**src/rtl/serial_twos_complement.sv**
```systemverilog
`timescale 1ns/1ps
`default_nettype none
// ============================================================================
//  Module   : serial_twos_complement
//  Purpose  : Bit-serial two's-complement negator with a start/ready
//             handshake. A parallel word is captured in IDLE, negated one bit
//             per cycle LSB-first with the copy-until-first-one-then-invert
//             rule, and the assembled result is committed to Out together
//             with a one-cycle out_valid pulse.
//  Ports    : clk        rising-edge clock
//             reset      asynchronous active-high reset, clears all state
//             start      load request, honoured only in IDLE
//             In         operand, captured on the accepting edge
//             ready      high while IDLE (also during reset)
//             Out        registered result (2^WIDTH - In) mod 2^WIDTH
//             out_valid  one-cycle pulse when Out is updated
//             overflow   registered with Out; set for the most-negative input
//             bit_out    current serial result bit
//             bit_valid  qualifies bit_out
//  Config   : SERIAL_OUT_EN  when defined, bit_out/bit_valid stream the
//             serial result; when undefined the serial output registers are
//             compiled out and both ports are tied to 0.
//  Revision : 1.0  initial release
// ============================================================================
module serial_twos_complement #(
   parameter int WIDTH = 4
) (
   input  logic             clk,
   input  logic             reset,
   input  logic             start,
   input  logic [WIDTH-1:0] In,
   output logic             ready,
   output logic [WIDTH-1:0] Out,
   output logic             out_valid,
   output logic             overflow,
   output logic             bit_out,
   output logic             bit_valid
);

   localparam int             CW         = $clog2(WIDTH);
   localparam logic [CW-1:0]  C_LAST     = CW'(WIDTH - 1);
   localparam logic [WIDTH-1:0] C_MOST_NEG = {1'b1, {(WIDTH-1){1'b0}}};

   typedef enum logic [1:0] {
      S_IDLE  = 2'd0,
      S_SHIFT = 2'd1,
      S_DONE  = 2'd2
   } state_t;

   state_t           state_q, state_d;
   logic [WIDTH-1:0] shreg_q, shreg_d;    // remaining operand bits, next bit at [0]
   logic [WIDTH-1:0] res_q,   res_d;      // result assembled from the MSB end
   logic [CW-1:0]    cnt_q,   cnt_d;
   logic             seen_q,  seen_d;     // a '1' has been passed already
   logic             ovf_pend_q, ovf_pend_d;
   logic [WIDTH-1:0] out_q,   out_d;
   logic             ovf_q,   ovf_d;
   logic             out_valid_q, out_valid_d;

   logic             shift_b;
   logic             shift_o;

   // The first bit is produced on the load edge itself so that the registered
   // serial output is already valid in the first SHIFT cycle. Consequently, in
   // SHIFT the datapath always works one bit ahead of what bit_out shows.
   assign shift_b = shreg_q[0];
   assign shift_o = seen_q ? ~shift_b : shift_b;

   always_comb begin
      state_d     = state_q;
      shreg_d     = shreg_q;
      res_d       = res_q;
      cnt_d       = cnt_q;
      seen_d      = seen_q;
      ovf_pend_d  = ovf_pend_q;
      out_d       = out_q;
      ovf_d       = ovf_q;
      out_valid_d = 1'b0;
      case (state_q)
         S_IDLE: begin
            if (start) begin
               // Bit 0 of a negation is always copied unchanged.
               shreg_d    = In >> 1;
               seen_d     = In[0];
               res_d      = {In[0], {(WIDTH-1){1'b0}}};
               cnt_d      = '0;
               ovf_pend_d = (In == C_MOST_NEG);
               state_d    = S_SHIFT;
            end
         end
         S_SHIFT: begin
            if (cnt_q == C_LAST) begin
               // res_q already holds all WIDTH bits at this point.
               out_d       = res_q;
               ovf_d       = ovf_pend_q;
               out_valid_d = 1'b1;
               state_d     = S_DONE;
            end else begin
               res_d   = {shift_o, res_q[WIDTH-1:1]};
               shreg_d = shreg_q >> 1;
               seen_d  = seen_q | shift_b;
               cnt_d   = cnt_q + CW'(1);
            end
         end
         S_DONE: begin
            state_d = S_IDLE;
         end
         default: begin
            state_d = S_IDLE;
         end
      endcase
   end

   always_ff @(posedge clk or posedge reset) begin
      if (reset) begin
         state_q     <= S_IDLE;
         shreg_q     <= '0;
         res_q       <= '0;
         cnt_q       <= '0;
         seen_q      <= 1'b0;
         ovf_pend_q  <= 1'b0;
         out_q       <= '0;
         ovf_q       <= 1'b0;
         out_valid_q <= 1'b0;
      end else begin
         state_q     <= state_d;
         shreg_q     <= shreg_d;
         res_q       <= res_d;
         cnt_q       <= cnt_d;
         seen_q      <= seen_d;
         ovf_pend_q  <= ovf_pend_d;
         out_q       <= out_d;
         ovf_q       <= ovf_d;
         out_valid_q <= out_valid_d;
      end
   end

   assign ready     = (state_q == S_IDLE);
   assign Out       = out_q;
   assign overflow  = ovf_q;
   assign out_valid = out_valid_q;

`ifdef SERIAL_OUT_EN
   logic ser_bit_q,   ser_bit_d;
   logic ser_valid_q, ser_valid_d;

   always_comb begin
      ser_bit_d   = 1'b0;
      ser_valid_d = 1'b0;
      if (state_q == S_IDLE && start) begin
         ser_bit_d   = In[0];
         ser_valid_d = 1'b1;
      end else if (state_q == S_SHIFT && cnt_q != C_LAST) begin
         ser_bit_d   = shift_o;
         ser_valid_d = 1'b1;
      end
   end

   always_ff @(posedge clk or posedge reset) begin
      if (reset) begin
         ser_bit_q   <= 1'b0;
         ser_valid_q <= 1'b0;
      end else begin
         ser_bit_q   <= ser_bit_d;
         ser_valid_q <= ser_valid_d;
      end
   end

   assign bit_out   = ser_bit_q;
   assign bit_valid = ser_valid_q;
`else
   assign bit_out   = 1'b0;
   assign bit_valid = 1'b0;
`endif

endmodule
`default_nettype wire

```
**config.mk**
```make
export PLATFORM = sky130hd
export DESIGN_NAME = serial_twos_complement
export DESIGN_NICKNAME = d
export VERILOG_FILES = /design/src/rtl/serial_twos_complement.sv
export SDC_FILE = /design/constraint.sdc
export NUM_CORES = 1
export LEC_CHECK = 0
export CAP_MARGIN = 10
export CORE_MARGIN = 2
export CORE_UTILIZATION = 50
export DETAILED_ROUTE_END_ITERATION = 12
export GPL_ROUTABILITY_DRIVEN = 0
export PLACE_DENSITY_LB_ADDON = 0.3
export RECOVER_POWER = 50
export SYNTH_ARGS = -nofsm -noshare
export SYNTH_HDL_FRONTEND = slang
export SYNTH_SLANG_ARGS = --single-unit
export TNS_END_PERCENT = 30
```
**constraint.sdc**
```tcl
create_clock -name clk -period 1.8 [get_ports clk]
set_input_delay 0.18 -clock clk [delete_from_list [all_inputs] [get_ports clk]]
set_output_delay 0.18 -clock clk [all_outputs]
set_load 0.02 [all_outputs]
```
==> results.sh <==
export IMPL_status="finished clean"
export IMPL_slowest_delay_ns=0.43
export IMPL_cp_top_family="flip-flops"
export IMPL_synthAdderAreaFrac_pct=2.70
export IMPL_drc=0
export IMPL_end_kind="flip-flop"
export IMPL_h_tree_depth=1
export IMPL_r2r_slack_ns=0.24
export IMPL_post_drt_wl_per_cell_um=13.5
export IMPL_skew_ns=0.00732
export IMPL_ioPinCount=16
export IMPL_clk_latency_ns=0.29
export IMPL_max_cap_violations=0
export IMPL_crit_chain="ha_1 > buf_4 > nand2_1 > inv_1 > mux2_1"
export IMPL_r2r_start="cnt_q[0]$_DFFE_PP0P_"
export IMPL_synth_compound_area_share_pct=13.7
export IMPL_grt_max_degree=20
export IMPL_ir_drop_mv=0.868
export IMPL_fillers=150
export IMPL_reg2regPathDepth=5
export IMPL_hold_path_endpoint="ovf_pend_q$_DFFE_PP0P_"
export IMPL_grt_usage_pct=16.9
export IMPL_numCtsBuffers=3
export IMPL_tns_ns=0
export IMPL_setup_viol=0
export IMPL_final_antenna_net_count=0
export IMPL_synth_mux_area_share_pct=17.8
export IMPL_worstPathRequired_ns=1.99
export IMPL_antenna_found_initial=0
export IMPL_cts_sinks=19
export IMPL_tightest_slew_ns=0.979
export IMPL_synth_top_family_by_area="multiplexers"
export IMPL_layout_nets=98
export IMPL_async_reset_ff_share_pct=100
export IMPL_p_leak_nw=0.542
export IMPL_wirelength_mm=1.52
export IMPL_critical_path_class="reg -> reg"
export IMPL_synth_xor_area_share_pct=0
export IMPL_area_growth_pct=18.3
export IMPL_layout_commonest_cell="dfrtp_1"
export IMPL_clk_pin_slew_ns=0.11
export IMPL_std_cell_rows=15
export IMPL_postSynthCellCount=73
export IMPL_hold_viol_final=0
export IMPL_hpwlAfterDp_mm=1.12
export IMPL_crit_arrival_ns=1.75
export IMPL_num_vias=594
export IMPL_grt_pass1_wl_mm=2.56
export IMPL_yosysSeqAreaShare_pct=51.2
export IMPL_start_util_pct=53.2
export IMPL_drt_iter0_markers=4
export IMPL_yosys_area_top_type="dfrtp_1"
export IMPL_cts_tree="done"
export IMPL_antenna_cells=0
export IMPL_dieArea_mm2=0.00222
export IMPL_synth_top_area_share_pct=51.2
export IMPL_via_per_inst=5.26
export IMPL_multiInputGateArea_um2=395
export IMPL_hold_path_depth=1
export IMPL_layout_area_seq_um2=478
export IMPL_worstHoldStart="ovf_pend_q$_DFFE_PP0P_"
export IMPL_coreArea_mm2=0.00175
export IMPL_startpoint_type="flip-flop"
export IMPL_first_global_vias=537
export IMPL_crit_buf_inv=2
export IMPL_power_density_mw_per_mm2=1710
export IMPL_syn_cell_area_um2=928
export IMPL_ys_ff_latch=19
export IMPL_rsz0062_at_grt="false"
export IMPL_drt_pass1_iter_count=4
export IMPL_fp_dieW_um=47.1
export IMPL_synth_area_leaders="dfrtp_1 51%, a22o_1 8.5%, mux2_1 8.5%"
export IMPL_r2r_end="overflow$_DFFE_PP0P_"
export IMPL_slowest_stage="dfrtp_1"
export IMPL_synth_edff_count=0
export IMPL_synthSimpleGateAreaFrac_pct=7.82
export IMPL_hold_path_class="reg -> reg"
export IMPL_period_needed_ns=1.56
export IMPL_die_h_um=47.1
export IMPL_drive_gt1_share_pct=17.0
export IMPL_io_buffers=13
export IMPL_avgSynthCellArea_um2=12.7
export IMPL_final_cell_mix="17 x dfrtp_1, 11 x clkdlybuf4s50_1, 9 x a22o_1"
export IMPL_fin_crit_sh_pct=86.8
export IMPL_synthFlopType="dfrtp_1"
export IMPL_slew_violations=0
export IMPL_slew_headroom_pct=34.7
export IMPL_max_freq_ghz=0.640
export IMPL_yosysUniqueCellTypes=26
export IMPL_critPathMaxFanout=8
export IMPL_hold_slack_ns=0.507
export IMPL_ys_warn_count=0
export IMPL_root_buffer="clkbuf_4"
export IMPL_grt_overflow_total=0
export IMPL_cts_path_max_buffers=2
report_power, final:
part,switching [mW],internal (mW),total [mW]
clock,0.127,0.0826,0.209
sequential,0.159,0.604,0.762
combinational,0.397,0.514,0.910
total,0.682,1.20,1.88
per-layer routing:
metal | up-vias | GRT usage [%] | share of wire (%)
li1 | 289 | - | -
met1 | 290 | 24.0 | 49
met2 | 13 | 25.2 | 46
met3 | 2 | 5.00 | 5.2
met4 | 0 | 5.00 | 0.33
met5 | - | 0 | 0
worst max path at each step:
stage / start / to / slack [ns] / cells after the start
after floorplan: cnt_q[0]$_DFFE_PP0P_ / res_q[3]$_DFFE_PP0P_ / 0.27 / 5
after global placement: start / res_q[3]$_DFFE_PP0P_ / 0.23 / 4
after detailed placement: state_q[0]$_DFFE_PP0P_ / res_q[3]$_DFFE_PP0P_ / 0.23 / 3
after CTS: state_q[1]$_DFFE_PP0P_ / ready / 0.003 / 2
after global routing: cnt_q[0]$_DFFE_PP0P_ / overflow$_DFFE_PP0P_ / 0.17 / 5
final: cnt_q[0]$_DFFE_PP0P_ / overflow$_DFFE_PP0P_ / 0.24 / 5
cell usage after synthesis (2+ instances only):
| cell | count |
|---|---|
| a21oi_1 | 2 |
| a22o_1 | 9 |
| buf_2 | 2 |
| buf_4 | 2 |
| dfrtp_1 | 19 |
| ha_1 | 2 |
| inv_1 | 4 |
| inv_2 | 2 |
| mux2_1 | 7 |
| mux2_4 | 3 |
| mux2i_1 | 3 |
| nand2_1 | 2 |
| nand2b_1 | 2 |
| nor2_1 | 2 |
through the flow:
stage          power, mW  cells  util [%]  instance area [um2]  setup slack, ns
2_1_floorplan       1.44     74         -                  932            0.268
3_3_place_gp        1.66    109      61.4                 1070            0.232
3_5_place_dp        1.69    109      61.4                 1070            0.227
4_1_cts             1.91    113      63.1                 1100          0.00313
5_1_grt             2.04    113      62.9                 1100            0.166
6_report            1.88    113      62.9                 1100            0.237
kinds of logic after synthesis:
family          count (synthesis)
flops                          19
compound gates                 15
other cells                     1
fa+ha+maj                       2
simple gates                   11
mux                            14
buf+inv                        11
registers in the layout (all words and copies together), names as in the netlist:
name	count
cnt_q	2
state_q	2
out_valid	1
res_q	4
shreg_q	3
ovf_pend_q	1
seen_q	1
overflow	1
Out	4
layout make-up:
type                    count  share of cell area [%]
clock inverters             1                   0.456
well taps                  25                    2.85
repair buffers             15                    13.1
flip-flops and latches     19                    43.5
inverters                   6                    2.05
clock buffers               3                    2.05
multi-input cells          44                    36.0
timing repair:
action                                  CTS  global route
hold buffers                              0             0
buffers inserted                          0             0
resized for setup                         1             2
endpoints found under the setup margin    1             1
pin swaps                                 0             0
worst register-to-register path, delay by kind of cell, from the launching register on:
family,cells,cell delay (ns)
and+or+nand+nor,1,0.18
buffers and inverters,2,0.30
DFF,1,0.43
adders and majority gates,1,0.23
muxes,1,0.33
Note: power is estimated with default switching activity, not from simulation.
